[src/rtl/eq_pkg.sv]
// Shared definitions for the ADC -> equalizer -> DAC sample path.
// Holds the ADC word width and the offset-binary to two's-complement mapping.
package eq_pkg;

  localparam int ADC_W     = 12;
  localparam int MAX_OUT_W = 24;

  // Flipping the MSB turns offset binary into two's complement; the shift
  // left-justifies the word so it reads as Q1.(out_w-1) in the low out_w bits.
  function automatic logic [MAX_OUT_W-1:0] offset_to_q(
    input logic [ADC_W-1:0] data,
    input int               out_w
  );
    logic [MAX_OUT_W-1:0] word;
    word = MAX_OUT_W'({~data[ADC_W-1], data[ADC_W-2:0]});
    return word << (out_w - ADC_W);
  endfunction

endpackage

[src/rtl/adc_sample_conditioner_sync_fifo.sv]
// Single-clock FIFO with a combinational head read and an occupancy count.
// The caller must only push when there is room, or when a pop happens in the same cycle.
module sync_fifo #(
  parameter int WIDTH = 16,
  parameter int DEPTH = 8,
  localparam int AW   = $clog2(DEPTH),
  localparam int LW   = AW + 1
) (
  input  logic             clk,
  input  logic             rst,
  input  logic             push,
  input  logic             pop,
  input  logic [WIDTH-1:0] din,
  output logic [WIDTH-1:0] dout,
  output logic [LW-1:0]    level,
  output logic             full,
  output logic             empty
);

  logic [WIDTH-1:0] mem [DEPTH];
  logic [AW-1:0]    wr_ptr;
  logic [AW-1:0]    rd_ptr;

  // NOTE: storage has no reset; level gates every read, so stale words are never visible.
  always_ff @(posedge clk) begin
    if (push) mem[wr_ptr] <= din;
  end

  // DEPTH is a power of two, so the pointers wrap on their own.
  always_ff @(posedge clk or posedge rst) begin
    if (rst) begin
      wr_ptr <= '0;
      rd_ptr <= '0;
      level  <= '0;
    end else begin
      if (push) wr_ptr <= wr_ptr + 1'b1;
      if (pop)  rd_ptr <= rd_ptr + 1'b1;
      case ({push, pop})
        2'b10:   level <= level + 1'b1;
        2'b01:   level <= level - 1'b1;
        default: level <= level;
      endcase
    end
  end

  assign dout  = mem[rd_ptr];
  assign full  = (level == LW'(DEPTH));
  assign empty = (level == '0);

endmodule

[src/rtl/adc_sample_conditioner.sv]
// Captures one ADC conversion per rx_done rising edge, converts it to left-justified
// two's complement and queues it for the equalizer over a valid/ready handshake.
module adc_sample_conditioner
  import eq_pkg::*;
#(
  parameter int OUT_W = 16,
  parameter int DEPTH = 8,
  localparam int LW   = $clog2(DEPTH) + 1
) (
  input  logic             clk,
  input  logic             rst,
  input  logic             en,
  input  logic             rx_done,
  input  logic [ADC_W-1:0] data_in,
  output logic             out_valid,
  input  logic             out_ready,
  output logic [OUT_W-1:0] out_data,
  output logic [LW-1:0]    level,
  output logic             overflow,
  input  logic             clr_ovf
);

  logic             rx_done_q;
  logic             push_req;
  logic             push;
  logic             pop;
  logic             drop;
  logic             full;
  logic             empty;
  logic [OUT_W-1:0] sample;
  logic [OUT_W-1:0] head;
  logic [MAX_OUT_W-1:0] sample_wide;

  // rx_done is a level; tracking it regardless of en means a rise missed while
  // disabled is not picked up later when en goes high.
  always_ff @(posedge clk or posedge rst) begin
    if (rst) rx_done_q <= 1'b0;
    else     rx_done_q <= rx_done;
  end

  assign push_req = en && rx_done && !rx_done_q;
  assign pop      = out_valid && out_ready;
  assign push     = push_req && (!full || pop);
  assign drop     = push_req && !push;

  assign sample_wide = offset_to_q(data_in, OUT_W);
  assign sample      = sample_wide[OUT_W-1:0];

  // A fresh drop outranks a clear in the same cycle so no loss goes unreported.
  always_ff @(posedge clk or posedge rst) begin
    if (rst)          overflow <= 1'b0;
    else if (drop)    overflow <= 1'b1;
    else if (clr_ovf) overflow <= 1'b0;
  end

  sync_fifo #(
    .WIDTH (OUT_W),
    .DEPTH (DEPTH)
  ) u_fifo (
    .clk   (clk),
    .rst   (rst),
    .push  (push),
    .pop   (pop),
    .din   (sample),
    .dout  (head),
    .level (level),
    .full  (full),
    .empty (empty)
  );

  assign out_valid = !empty;
  assign out_data  = empty ? '0 : head;

endmodule

[config.mk]
export PLATFORM = sky130hd
export DESIGN_NAME = adc_sample_conditioner
export DESIGN_NICKNAME = d
export VERILOG_FILES = /design/src/rtl/eq_pkg.sv /design/src/rtl/adc_sample_conditioner_sync_fifo.sv /design/src/rtl/adc_sample_conditioner.sv
export SDC_FILE = /design/constraint.sdc
export NUM_CORES = 1
export LEC_CHECK = 0
export BUFFER_PORTS_ARGS = -buffer_cell sky130_fd_sc_hd__buf_2
export CAP_MARGIN = 20
export CELL_PAD_IN_SITES_DETAIL_PLACEMENT = 1
export CELL_PAD_IN_SITES_GLOBAL_PLACEMENT = 1
export CORE_ASPECT_RATIO = 0.7
export CORE_MARGIN = 1
export CORE_UTILIZATION = 45
export DETAILED_ROUTE_END_ITERATION = 10
export GPL_ROUTABILITY_DRIVEN = 1
export PLACE_DENSITY_LB_ADDON = 0.1
export SLEW_MARGIN = 20
export SYNTH_ARGS = -nofsm -noshare
export SYNTH_HDL_FRONTEND = slang
export SYNTH_SLANG_ARGS = --single-unit
[constraint.sdc]
create_clock -name clk -period 3.2 [get_ports clk]
set_input_delay 0.16 -clock clk [delete_from_list [all_inputs] [get_ports clk]]
set_output_delay 0.16 -clock clk [all_outputs]
set_load 0.01 [all_outputs]
==> metrics.txt <==
GR Util met2 0.292; Vias 2149; vias in the first global route approximately 2300; DR pass1 iterations 4; Pins Over Slew Limit 0; Pwr Total around 4200 uW; worst r2r path cells 7; VDD IR max 0.444 mV; Slew @ Worst Pin 0.702 ns; worst setup margin 0.468 ns; M1 GR Usage 0.281; Critical Path AT 3.00 ns; Synthesis Warnings 0; sequential cell area fraction in the yosys report 0.728; antenna cell count 0; Routability Congestion ~0.75; Finished Layout Cells between 300 and 400; vias per cell ~5.5; CTS root buf clkbuf_16; Final min period between 2 and 3 ns; H-tree Lvls 3; final hold vios 0; Worst Skew 0.00855 ns; Worst setup EP type flip-flop; synthesis-to-layout area growth 15.3%; core area 0.00925 mm2; RSZ-0062 raised after global routing false; CTS buffer count 9; clock slew at reported path FFs 0.07 ns; drt wl/cell 22.1 um; GRT Total Usage 0.193; num rows 29; Avg Inst Size Synth approximately 20 um2; Tcrit/Tclk final 0.854; Slew HR 0.530; Initial Util 0.472; setup bufs post-CTS 0; clk buf depth 2; Worst Hold Class in2reg; grt peak-use layer met2; Pwr Density 831 mW/mm2; antenna viol nets, final 0; placed instance count 376; Die W 120 um; Syn Inst Count 218; Netlist Area Pre-Place 0.00437 mm2; Skew-Pair Late Insertion Delay about 0.35 ns; grt met3 use 0.0523; hpwl dp 5.67 mm; post-synthesis register bit count 108; initial antenna violation count 0; pre-CTS setup slack 0.465 ns; P_leak ~0.0018 uW; # IOs 40; TritonCTS clock tree yes; largest net degree at the start of global routing 25; hold_ws 0.0848 ns; Nets 288; final wirelength between 8 and 9 mm; hold path depth 1; crit path kind reg2reg; MaxCap Viol Count 0; Port-buffer cells 35; Top FF cell, synth edfxtp_1; setup_tns 0 ns; CP max FO 8; Max Freq 366 MHz; Post-synth EDFFs 96; Setup Viol. Count Final 0; crit path launch type flip-flop; status finished clean; asr flop ratio synth 0.111; synth unique cells 40; clock sinks 108; layout cells sized above 1 0.363; die area 0.0101 mm2; global-route wire length before repair 13.9 mm; Iteration-0 DRC Markers 152; Data required, critical path ~3.5 ns; global route total overflow 0; CTS resizes 0; Chip Height 84.5 um; drt drc 0
## cells in the final DEF, fill, tap and decap left out, types with 2 or more instances in the layout
master / n
a22o_1: 13
buf_2: 35
buf_4: 11
clkbuf_16: 9
clkbuf_8: 2
clkinv_2: 2
conb_1: 4
dfrtp_1: 12
dlygate4sd3_1: 2
edfxtp_1: 96
ha_1: 5
inv_1: 6
mux2_2: 2
mux4_2: 24
nand2_1: 2
nand2b_1: 3
nor2_1: 5
nor3_2: 4
o211ai_1: 2
xnor2_1: 6
## worst max-delay path: stages (launching register included)
cell	delay (ns)
dfrtp_1	0.48
or4_4	0.61
nand2_1	0.14
inv_1	0.09
ha_1	0.40
or4b_2	0.70
a21o_1	0.17
o221ai_1	0.06
## per-layer routing
layer	share of wire	vias to the layer above
met4	0.010	0
met2	0.46	52
met5	0	-
met3	0.038	10
met1	0.49	1117
li1	-	970
## cells in the mapped netlist, types with 2 or more instances
cell	number	area [um2]
xnor2_1	6	52.6
o211ai_1	2	15.0
nor3_1	4	20.0
clkbuf_1	4	15.0
nor2_1	5	18.8
a22o_1	13	114
nand2b_1	3	18.8
nand2_1	2	7.51
edfxtp_1	96	2880
inv_1	6	22.5
buf_6	4	45.0
mux2_2	2	22.5
ha_1	5	62.6
buf_4	4	30.0
dfrtp_1	12	300
mux4_2	24	541
buf_2	3	15.0
## state kept, by name, indices dropped and copies added (netlist names)
signal	count
u_fifo.mem	96
u_fifo.level	4
u_fifo.rd_ptr	3
u_fifo.wr_ptr	3
overflow	1
rx_done_q	1
## cell families (layout without fill, tap and decap cells)
logic type / count (synthesis) / after routing / synth area share
buffers and inverters: 21 / 70 / 0.0292
other: 1 / 4 / 0.000858
AOI/OAI and AO/OA: 22 / 22 / 0.0421
xor gates and xnor gates: 7 / 7 / 0.0140
muxes: 28 / 28 / 0.134
adders and majority gates: 5 / 5 / 0.0143
and+or+nand+nor: 26 / 26 / 0.0378
DFF: 108 / 108 / 0.728
## final timing paths
check | from | to | slack (ns)
worst max register to register | u_fifo.level[0] | u_fifo.level[3] | 0.47
min in group asynchronous | rst | u_fifo.rd_ptr[2] | 0.41
worst min register to register | u_fifo.rd_ptr[0] | u_fifo.rd_ptr[0] | 0.51
max in group asynchronous | rst | u_fifo.wr_ptr[0] | 2.43
worst max-delay path | u_fifo.level[0] | u_fifo.level[3] | 0.47
worst min-delay path | data_in[7] | u_fifo.mem[6][7] | 0.08
## per-stage QoR
step	util	cell area, um2
final	0.545	5040
after global routing	0.545	5040
after CTS	0.545	5040
after detailed placement	0.510	4720
after global placement	0.510	4720
after floorplan	-	4380
## cell type report
cell class	instances	area, um2
fill	848	4210
sequential	108	3180
multi-input combinational	92	1100
timing repair buffer	48	278
clock buffer	12	256
tap	124	155
clock inverter	4	47.5
inverter	6	22.5
## report_power, final
part	switching, uW	leakage (uW)	internal, uW	total (uW)
Sequential	134	0.00101	1650	1780
Combinational	642	0.000602	648	1290
Clock	470	0.000149	647	1120
Total	1250	0.00176	2950	4190
## what timing repair did
action / in CTS / in global routing
hold endpoints to repair: 13 / 0
hold buffers: 2 / 0
endpoints found under the setup margin: 0 / 0
Power figures use the tool's default switching activity.
